**src/rtl/isa_pkg.sv**
```systemverilog
// Shared ISA definitions for the fetch/issue front end and the main control unit.
// Holds instruction field positions, R-type opcode/funct values, the issue-state enum and the default halt word.
package isa_pkg;

  localparam int OPC_MSB = 31;
  localparam int OPC_LSB = 26;
  localparam int RS_MSB  = 25;
  localparam int RS_LSB  = 21;
  localparam int RT_MSB  = 20;
  localparam int RT_LSB  = 16;
  localparam int RD_MSB  = 15;
  localparam int RD_LSB  = 11;
  localparam int SH_MSB  = 10;
  localparam int SH_LSB  = 6;
  localparam int FN_MSB  = 5;
  localparam int FN_LSB  = 0;
  localparam int IMM_MSB = 15;
  localparam int IMM_LSB = 0;

  localparam logic [5:0] OP_RTYPE = 6'b000000;

  localparam logic [5:0] FN_ADD = 6'b100000;
  localparam logic [5:0] FN_SUB = 6'b100010;
  localparam logic [5:0] FN_AND = 6'b100100;
  localparam logic [5:0] FN_OR  = 6'b100101;
  localparam logic [5:0] FN_SLL = 6'b000000;
  localparam logic [5:0] FN_SRL = 6'b000010;

  localparam logic [31:0] HALT_WORD_DEFAULT = 32'hFFFF_FFFF;

  typedef enum logic [2:0] {
    ST_IDLE,
    ST_REQ,
    ST_WAIT,
    ST_ISSUE,
    ST_HALT
  } issue_state_e;

endpackage

```
**src/rtl/instr_issue_unit.sv**
```systemverilog
// Fetches words from a 1-cycle synchronous imem and issues them one at a time; REQ->ISSUE takes 2 cycles.
// Backpressure: out_valid and all fields hold while out_ready is low; PC advances only on the handshake.
module instr_issue_unit
  import isa_pkg::*;
#(
  parameter int                ADDR_W    = 8,
  parameter logic [ADDR_W-1:0] RESET_PC  = '0,
  parameter logic [31:0]       HALT_WORD = HALT_WORD_DEFAULT
) (
  input  logic              clk,
  input  logic              rst_n,
  input  logic              start,
  output logic              imem_en,
  output logic [ADDR_W-1:0] imem_addr,
  input  logic [31:0]       imem_rdata,
  output logic              out_valid,
  input  logic              out_ready,
  output logic [5:0]        opcode,
  output logic [5:0]        fn_code,
  output logic [4:0]        rs,
  output logic [4:0]        rt,
  output logic [4:0]        rd,
  output logic [4:0]        shamt,
  output logic [15:0]       imm,
  output logic [ADDR_W-1:0] pc_out,
  output logic              busy,
  output logic              halted
);

  localparam logic [ADDR_W-1:0] PC_STEP = ADDR_W'(4);

  issue_state_e      state_q, state_d;
  logic [ADDR_W-1:0] pc_q, pc_d;
  logic [31:0]       instr_q, instr_d;

  always_ff @(posedge clk or negedge rst_n) begin
    if (!rst_n) begin
      state_q <= ST_IDLE;
      pc_q    <= RESET_PC;
      instr_q <= '0;
    end else begin
      state_q <= state_d;
      pc_q    <= pc_d;
      instr_q <= instr_d;
    end
  end

  always_comb begin
    state_d = state_q;
    pc_d    = pc_q;
    instr_d = instr_q;
    case (state_q)
      ST_IDLE, ST_HALT: begin
        if (start) begin
          pc_d    = RESET_PC;
          state_d = ST_REQ;
        end
      end
      ST_REQ: state_d = ST_WAIT;
      ST_WAIT: begin
        // The halt word is latched too, but HALT never presents it; PC stays on it.
        instr_d = imem_rdata;
        state_d = (imem_rdata == HALT_WORD) ? ST_HALT : ST_ISSUE;
      end
      ST_ISSUE: begin
        if (out_ready) begin
          pc_d    = pc_q + PC_STEP;
          state_d = ST_REQ;
        end
      end
      default: state_d = ST_IDLE;
    endcase
  end

  // Every output decodes registered state only, so nothing depends combinationally on inputs.
  assign imem_en   = (state_q == ST_REQ);
  assign imem_addr = pc_q;
  assign out_valid = (state_q == ST_ISSUE);
  assign busy      = (state_q == ST_REQ) || (state_q == ST_WAIT) || (state_q == ST_ISSUE);
  assign halted    = (state_q == ST_HALT);
  assign pc_out    = pc_q;

  assign opcode  = instr_q[OPC_MSB:OPC_LSB];
  assign rs      = instr_q[RS_MSB:RS_LSB];
  assign rt      = instr_q[RT_MSB:RT_LSB];
  assign rd      = instr_q[RD_MSB:RD_LSB];
  assign shamt   = instr_q[SH_MSB:SH_LSB];
  assign fn_code = instr_q[FN_MSB:FN_LSB];
  assign imm     = instr_q[IMM_MSB:IMM_LSB];

endmodule
```
**config.mk**
```make
export PLATFORM = sky130hd
export DESIGN_NAME = instr_issue_unit
export DESIGN_NICKNAME = d
export VERILOG_FILES = /design/src/rtl/isa_pkg.sv /design/src/rtl/instr_issue_unit.sv
export SDC_FILE = /design/constraint.sdc
export NUM_CORES = 1
export LEC_CHECK = 0
export BUFFER_PORTS_ARGS = -buffer_cell sky130_fd_sc_hd__buf_2
export CORE_MARGIN = 3
export CORE_UTILIZATION = 40
export CTS_CLUSTER_DIAMETER = 50
export DETAILED_ROUTE_END_ITERATION = 10
export GPL_TIMING_DRIVEN = 1
export PLACE_DENSITY = 0.76
export RECOVER_POWER = 100
export SLEW_MARGIN = 20
export SYNTH_ARGS = -nofsm -noshare
export SYNTH_HDL_FRONTEND = slang
export SYNTH_SLANG_ARGS = --single-unit
```
**constraint.sdc**
```tcl
create_clock -name clk -period 1.4 [get_ports clk]
set_input_delay 0.21 -clock clk [delete_from_list [all_inputs] [get_ports clk]]
set_output_delay 0.21 -clock clk [all_outputs]
set_load 0.05 [all_outputs]
```
# Yosys cells after proc, flatten, opt, wreduce, memory -nomap -nowiden
# Cells that the tools add are included.
# op_classes
add_sub_neg	1
mul	0
div	0
order_cmp	0
n_eq_ne	7
shift	0
n_mux	7
bitwise_logic	0
reduce_logical	7
# op_table
op	n
32-bit equality test, second input constant	1
8-bit two-way mux	2
8-bit one-hot mux with 2 select lines	1
3-bit one-hot mux with 4 select lines	1
3-bit two-way mux	3
8-bit by 3-bit adder with 8-bit output, second input constant	1
3-bit by 2-bit equality test with 1-bit output, second input constant	2
3-bit by 1-bit equality test with 1-bit output, second input constant	1
3-bit equality test, second input constant	1
3-bit zero test	1
3-bit AND reduction	1
1-bit logical OR	2
2-bit by 1-bit inequality test with 1-bit output, second input constant	1
2-bit inequality test, second input constant	1
2-bit AND reduction	1
2-bit nonzero test	1
2-bit OR reduction	1
# totals
ff_bits	43
latchBits	0
mem_bits_rw	0
rom_bits	0
input_bits	36
out_inout_bits	68
wordCells	25
memories	0

# Logic depth before layout (Yosys ltp)
# Gate-level depths: netlist of run 1.
# depth
word_depth	4
depth_mapped	4
ltp_nobuf	4

# Worst setup path after synthesis of run 1
# No wires, ideal clock.
# synth_path
path_kind	register -> register
from	register state_q[0]
to	register state_q[1]
setup_ns	0.074
arrival_ns	1.890
t_required_ns	1.326
slack_ns	-0.563
path_stages_with_launch	3
n_path_buf	0
period_less_slack_ns	1.963
path_cell_list	dfrtp_1 -> nor3b_1 -> a221o_1
# synth_via
word_cells_on_any_way	10
cone_classes	6 x eq/ne; 1 x mux; 3 x reduce/logical
# synth_lines
element	line	source
from (decl)	instr_issue_unit.sv:32	issue_state_e state_q, state_d;
from (signal assigned)	instr_issue_unit.sv:42	state_q <= state_d;
3-bit by 1-bit equality test with 1-bit output	--	
via imem_en	instr_issue_unit.sv:13	output logic imem_en,
3-bit one-hot mux with 4 select lines	instr_issue_unit.sv:52	case (state_q)
# The timed path passes the listed nets, and every way through them passes these cells.
# A chain may end at the register's enable or synchronous reset.

# Worst setup path after layout of run 1
# layout_path
from	register state_q[2]
to	output out_valid
# layout_via
elab_chain_cells	1
# layout_rtl
element	line	source
3-bit by 2-bit equality test with 1-bit output	instr_issue_unit.sv:78	assign out_valid = (state_q == ST_ISSUE);
to (decl)	instr_issue_unit.sv:16	output logic out_valid,
# Every way passes these cells.

==> metrics, run 1 <==
final net count 284; Area Growth Syn to Fin 43.0%; GRT Overall Usage 0.157; CTS Buf Count 5; Final Hold Slack 111 ps; CORE AREA 0.00447 mm2; final core utilization 0.610; fmax 676 MHz; final setup fails 27; Die Area 0.00564 mm2; Synth Area in Compound Gates 0.0170; layout cell share with drive strength beyond 1 0.653; crit path time final 1480 ps; DRT Pass-1 Iters 4; placed cells 281; Initial Util 0.427; Unique masters post-synth 25; first-pass GRT wire length 6800 um; worst-case clock buffer depth 2; WL final 5040 um; via/cell ratio 4.98; share of the synthesized area in the top cell type 0.537; period utilisation layout 1.06; Cell Rows 24; height of the die 75.1 um; Max Slew Vio Count 0; Worst Slack Setup Final -80.3 ps; fill count 375; Worst setup SP type flip-flop; number of diodes 0; DP HPWL 3260 um; Final Skew 5.17 ps; Worst setup EP type output port; placer congestion estimate 0.781; dominant cell type by area after synthesis dfrtp_1; CTS sink count 41; H-tree Lvls 2; number of global-route vias before repair 1555; Root Driver clkbuf_8; WL per Instance 16.8 um; Min-Delay Path Class input pin to flip-flop; DRT iter0 DRCs 51; Port Buffers 99; max-cap viol count 0; Critical Path RT 1190 ps; IO Pins 104; area of the multi-input gates 800 um2; drt drc 0; Hold Vio Cnt, Final 0; CP max FO 5; post-synthesis register bit count 41; Synth Area in XOR/XNOR 0.0183; critical path arrival 1270 ps; top cells by area, synth dfrtp_1 (54%), mux2_2 (18%), buf_4 (10%); CTS tree done; RSZ-0062 raised after global routing true; post-synthesis mux area share 0.189; Routed Antenna Nets 0; Vias 1494; post-synthesis instance area 0.00191 mm2; Non-Filler Instances 300; status finished, violations left; Syn Inst Count 149; Seq/Total Area, Yosys 0.537; gr ovfl total 0; register clock-pin slew on the reported worst setup and hold paths 80 ps; largest family of logic cells by synthesized area multiplexers; largest net degree at the start of global routing 36; initial antenna violation count 0; simple-gate area share of the yosys netlist 0.107; register area 0.00103 mm2; Clock Latency Late Sink 290 ps; Post-Synth Adder-Cell Area 0.00655; critical path class flip-flop to output port; YS warnings 0; Die Width 75.1 um; failing checks negative setup slack; Syn Area/Cell 12.8 um2
-- timing repair --
item,CTS,global route
hold endpoints to repair,17,0
hold buffers,1,0
pin swaps,1,3
buffers inserted,2,2
gates cloned,0,6
resized for setup,12,35
setup endpoints to repair,4,38
-- flip-flops by register name, summed over array words and instances, names as in the netlist --
signal	cells
instr_q	32
state_q	3
imem_addr	6
-- kinds of logic after synthesis --
logic type                 Yosys count
DFF                                 41
and+or+nand+nor                     35
muxes                               32
buffers and inverters               31
AOI/OAI and AO/OA                    4
xor gates and xnor gates             4
adders and majority gates            1
other                                1
-- metal layers --
layer | vias up | GRT usage | part of all wire
met5 | - | 0 | 0
met4 | 0 | 0.0593 | 0.015
met3 | 9 | 0.0574 | 0.063
met2 | 68 | 0.277 | 0.50
met1 | 719 | 0.172 | 0.42
li1 | 698 | - | -
-- metrics by stage --
| step | setup TNS, ps | area (um2) | setup slack [ps] |
|---|---|---|---|
| floorplan | -1500 | 1940 | -56.3 |
| detailed placement | 0 | 2350 | 12.5 |
| global placement | -93.8 | 2350 | -60.5 |
| finish | -538 | 2730 | -80.3 |
| CTS | -320 | 2510 | -88.1 |
| global route | -2130 | 2730 | -120 |
-- worst max-delay path: stages (launching register included) --
cell and delay (ps):
dfrtp_2 430, buf_6 140, and3b_2 260, buf_8 150
-- cells in the final DEF (no fill, tap or decap), drive strengths merged, types with 3 or more instances in the layout --
master  netlist  routed
clkbuf        0      72
buf          29      51
dfrtp        41      41
mux2         32      32
nand4        11      11
nand2         6       6
nor2          6       6
xor2          4       4
conb          1       4
nand3         3       3
-- path summary, 6_finish.rpt --
kind	from	endpoint	slack, ps	cells after the start
max in group asynchronous	rst_n	instr_q[10]	280	3
max reg2reg	state_q[2]	instr_q[1]	-30	4
max	state_q[2]	out_valid	-80	3
min in group asynchronous	rst_n	imem_addr[7]	390	2
min reg2reg	instr_q[28]	instr_q[28]	520	1
min	start	state_q[2]	110	2
-- layout make-up --
| class | instances | area share |
|---|---|---|
| sequential | 41 | 0.376 |
| inverter | 2 | 0.00275 |
| clock buffer | 7 | 0.0353 |
| tap | 52 | 0.0238 |
| timing repair buffer | 117 | 0.268 |
| multi-input combinational | 80 | 0.293 |
| clock inverter | 1 | 0.00183 |
-- cells in the mapped netlist --
cell type,number
buf_6,3
mux2_1,2
nand3_1,3
a211o_1,1
a221o_1,1
nor4_1,2
nand4_1,11
nor2_1,6
nor3b_4,1
o21ai_0,1
and4b_1,1
buf_4,26
nor3_1,1
and3_1,1
o41ai_1,1
inv_1,2
dfrtp_1,41
conb_1,1
and2_1,1
and3b_1,1
ha_1,1
nand2_1,6
mux2_2,30
xor2_1,4
nor3b_1,1
Power of run 1 is not shown: default switching activity piles up to over one toggle a cycle in this logic, so the estimate is an artifact.
==> run 2: changes to the inputs <==
--- a/config.mk
+++ b/config.mk
@@ -17,3 +17,4 @@
 export SYNTH_ARGS = -nofsm -noshare
 export SYNTH_HDL_FRONTEND = slang
 export SYNTH_SLANG_ARGS = --single-unit
+export TNS_END_PERCENT = 20
==> metrics, run 2 (synthesis results as in run 1) <==
CTS sink count 41; Area Growth Syn to Fin 30.5%; Final Skew 6.03 ps; Clock Latency Late Sink 290 ps; Critical Path RT 1190 ps; worst-case clock buffer depth 2; Vias 1425; flop2flop setup slack 20 ps; IO Pins 104; CTS tree done; placed cells 280; period utilisation layout 1.06; fmax 673 MHz; largest net degree at the start of global routing 36; Die Width 75.1 um; CP max FO 5; Hold Vio Cnt, Final 0; initial antenna violation count 0; height of the die 75.1 um; largest register by flop count instr_q; crit path time final 1490 ps; worst-margin pin slew 852 ps; crit path buf inv count 2; number of global-route vias before repair 1390; layout cell share with drive strength beyond 1 0.623; Slew HR 0.432; failing checks negative setup slack; GRT Overall Usage 0.155; crit-path leading delay family flip-flops; Worst Reg2Reg Path Length in Cells 3; gr ovfl total 0; status finished, violations left; Cells on Worst Hold Path 2; most frequent cells in the layout clkbuf_2 (56), dfrtp_1 (40), buf_2 (38); DP HPWL 3140 um; WL final 4140 um; WL per Instance 14.2 um; critical path arrival 1280 ps; Worst Slack Setup Final -86.5 ps; via/cell ratio 4.90; final net count 275; Non-Filler Instances 291; RSZ-0062 raised after global routing true; DRT iter0 DRCs 46; DRT Pass-1 Iters 4; CORE AREA 0.00447 mm2; Initial Util 0.427; final setup fails 3; Min-Delay Endpoint state_q[2]; max reg flops 32; Cell Rows 24; number of diodes 0; delay of the slowest critical-path stage 440 ps; Die Area 0.00564 mm2; final core utilization 0.557; commonest non-fill, non-tap cell in the layout clkbuf_2; Reg-to-Reg End instr_q[30]; Root Driver clkbuf_8; Max Slew Vio Count 0; register clock-pin slew on the reported worst setup and hold paths 80 ps; Port Buffers 99; Worst setup EP type output port; first-pass GRT wire length 6490 um; max-cap viol count 0; CTS Buf Count 5; Worst setup SP type flip-flop; Critical Path Slowest Stage Cell dfrtp_2; Min-Delay Path Class input pin to flip-flop; worst-path cell chain buf_6 -> and3b_2 -> buf_8; Routed Antenna Nets 0; critical path class flip-flop to output port; hold wc startpoint start; H-tree Lvls 2; placer congestion estimate 0.732; drt drc 0; Critical R2R Launch state_q[0]
==> run 2: cell count changes in the layout (fill, tap and decap cells not counted), moves of 2 or more <==
cell / previous run / this run
buf_6: 10 / 7
clkbuf_16: 2 / 0
buf_4: 5 / 3
mux2_4: 32 / 1
clkbuf_1: 0 / 4
clkbuf_4: 2 / 0
clkbuf_8: 7 / 5
clkbuf_2: 61 / 56
buf_2: 34 / 38
mux2_1: 0 / 2
mux2_2: 0 / 29
==> run 2: worst max path at each step <==
stage | endpoint | slack [ps] | cells after the start | start
floorplan | instr_q[10] | -60 | 3 | state_q[1]
global placement | state_q[1] | -50 | 6 | imem_rdata[23]
detailed placement | state_q[1] | -90 | 6 | imem_rdata[23]
CTS | out_valid | -100 | 3 | state_q[2]
global route | imem_en | -120 | 3 | state_q[0]
finish | out_valid | -90 | 3 | state_q[2]
==> run 2: stage by stage <==
stage / worst slack (ps) / cell area, um2 / TNS (ps) / hold slack [ps]
after floorplan: -56.3 / 1930 / -1500 / -85.6
after global placement: -47.9 / 2340 / -64.4 / 148
after detailed placement: -88.3 / 2340 / -134 / 143
after CTS: -97.1 / 2480 / -282 / 110
after global routing: -119 / 2490 / -1300 / 123
final: -86.5 / 2490 / -207 / 117
==> run 2: final cells by class <==
type / count / area (um2)
Sequential cell: 41 / 1030
Timing Repair Buffer: 108 / 621
Fill cell: 383 / 1980
Clock buffer: 8 / 80.1
Multi-Input combinational cell: 80 / 692
Inverter: 2 / 7.51
Tap cell: 52 / 65.1
==> run 2: routing by layer <==
| layer | up-vias | GRT usage | share of wire |
|---|---|---|---|
| li1 | 674 | - | - |
| met1 | 673 | 0.175 | 0.40 |
| met2 | 70 | 0.262 | 0.49 |
| met3 | 8 | 0.0641 | 0.089 |
| met4 | 0 | 0.0553 | 0.017 |
| met5 | - | 0 | 0 |
==> run 2: timing repair <==
item	CTS	global route
resized for setup	13	5
setup buffers	1	1
hold endpoints to repair	15	0
pin swaps	1	3
setup endpoints to repair	4	39
hold buffers	1	0
Power of run 2 is left out for the same reason.
==> run 3: changes to the inputs <==
==> constraint.sdc (replaced) <==
create_clock -name clk -period 1.4 [get_ports clk]
set_input_delay 0.07 -clock clk [delete_from_list [all_inputs] [get_ports clk]]
set_output_delay 0.07 -clock clk [all_outputs]
set_load 0.05 [all_outputs]
==> metrics, run 3 (synthesis results as in run 1) <==
Reg-to-Reg End instr_q[15]; largest register by flop count instr_q; fmax 715 MHz; WL final 4180 um; final net count 276; number of global-route vias before repair 1427; max reg flops 32; initial antenna violation count 0; GRT Overall Usage 0.163; via/cell ratio 4.95; CTS tree done; worst-margin pin slew 899 ps; Die Width 75.1 um; height of the die 75.1 um; CTS Buf Count 5; commonest non-fill, non-tap cell in the layout clkbuf_1; largest net degree at the start of global routing 42; final setup fails 0; Cell Rows 24; crit path time final 1400 ps; drt drc 0; Vias 1446; CORE AREA 0.00447 mm2; Min-Delay Path Class input pin to flip-flop; CP endpoint instr_q[15]; number of diodes 0; WL per Instance 14.3 um; Hold Vio Cnt, Final 0; Critical Path RT 1580 ps; Worst setup SP type flip-flop; Final Skew 7.21 ps; H-tree Lvls 2; register clock-pin slew on the reported worst setup and hold paths 80 ps; Clock Latency Late Sink 290 ps; Slew HR 0.400; CP max FO 35; critical path arrival 1580 ps; Port Buffers 99; Critical R2R Launch state_q[2]; Area Growth Syn to Fin 26.9%; max-cap viol count 0; Die Area 0.00564 mm2; worst-case clock buffer depth 2; DRT Pass-1 Iters 4; period utilisation layout 0.999; layout cell share with drive strength beyond 1 0.429; CTS sink count 41; Cells on Worst Hold Path 2; most frequent cells in the layout clkbuf_1 (49), dfrtp_1 (40), buf_2 (40); RSZ-0062 raised after global routing true; Worst setup EP type flip-flop; placer congestion estimate 0.780; IO Pins 104; gr ovfl total 0; Worst Setup SP state_q[2]; Max Slew Vio Count 0; critical path class flip-flop to flip-flop; Worst Reg2Reg Path Length in Cells 3; first-pass GRT wire length 6860 um; flop2flop setup slack 2 ps; Routed Antenna Nets 0; Initial Util 0.427; Final Hold Slack 21.2 ps; DRT iter0 DRCs 49; status finished clean; Root Driver clkbuf_8; post-CTS setup buffer count 0; DP HPWL 3230 um; fill count 417
## run 3: worst min path at each step
stage	from	end	slack, ps
finish	imem_rdata[25]	instr_q[25]	20
global route	imem_rdata[17]	instr_q[17]	10
CTS	imem_rdata[25]	instr_q[25]	10
detailed placement	rst_n	instr_q[22]	60
global placement	rst_n	instr_q[22]	50
floorplan	rst_n	imem_addr[2]	-230
## run 3: repair_timing
action / in CTS / in global routing
gates resized for setup: 5 / 7
setup endpoints to repair: 2 / 41
hold buffers: 3 / 0
cloned: 0 / 0
hold endpoints to repair: 43 / 0
## run 3: area by class of cell
cell class | count | area (um2) | area share
clock buffers | 8 | 90.1 | 0.0372
multi-input cells | 80 | 681 | 0.281
inverters | 2 | 7.51 | 0.00310
well taps | 52 | 65.1 | 0.0268
flip-flops and latches | 41 | 1030 | 0.424
repair buffers | 109 | 554 | 0.229
## run 3: stage by stage
step | TNS, ps | util | cell area, um2 | instances | setup slack (ps)
after floorplan | -1500 | - | 1930 | 152 | -56.3
after global placement | 0 | 0.524 | 2340 | 281 | 53.2
after detailed placement | 0 | 0.524 | 2340 | 281 | 14.1
after CTS | 0 | 0.554 | 2480 | 292 | 7.57
after global routing | -994 | 0.542 | 2420 | 292 | -72.6
final | 0 | 0.542 | 2420 | 292 | 1.61
## run 3: metal layers
metal  wire length (um)  GRT usage  part of all wire
met3                361     0.0614             0.086
met5                  0          0                 0
met4                 72     0.0593             0.017
met2               2060      0.277              0.49
met1               1690      0.188              0.40
## run 3: worst max-delay path, cell delays in order (launching register included)
cell and delay, ps:
dfrtp_2 440, nor3b_4 230, buf_12 230, mux2_2 360
Power of run 3 is left out for the same reason.
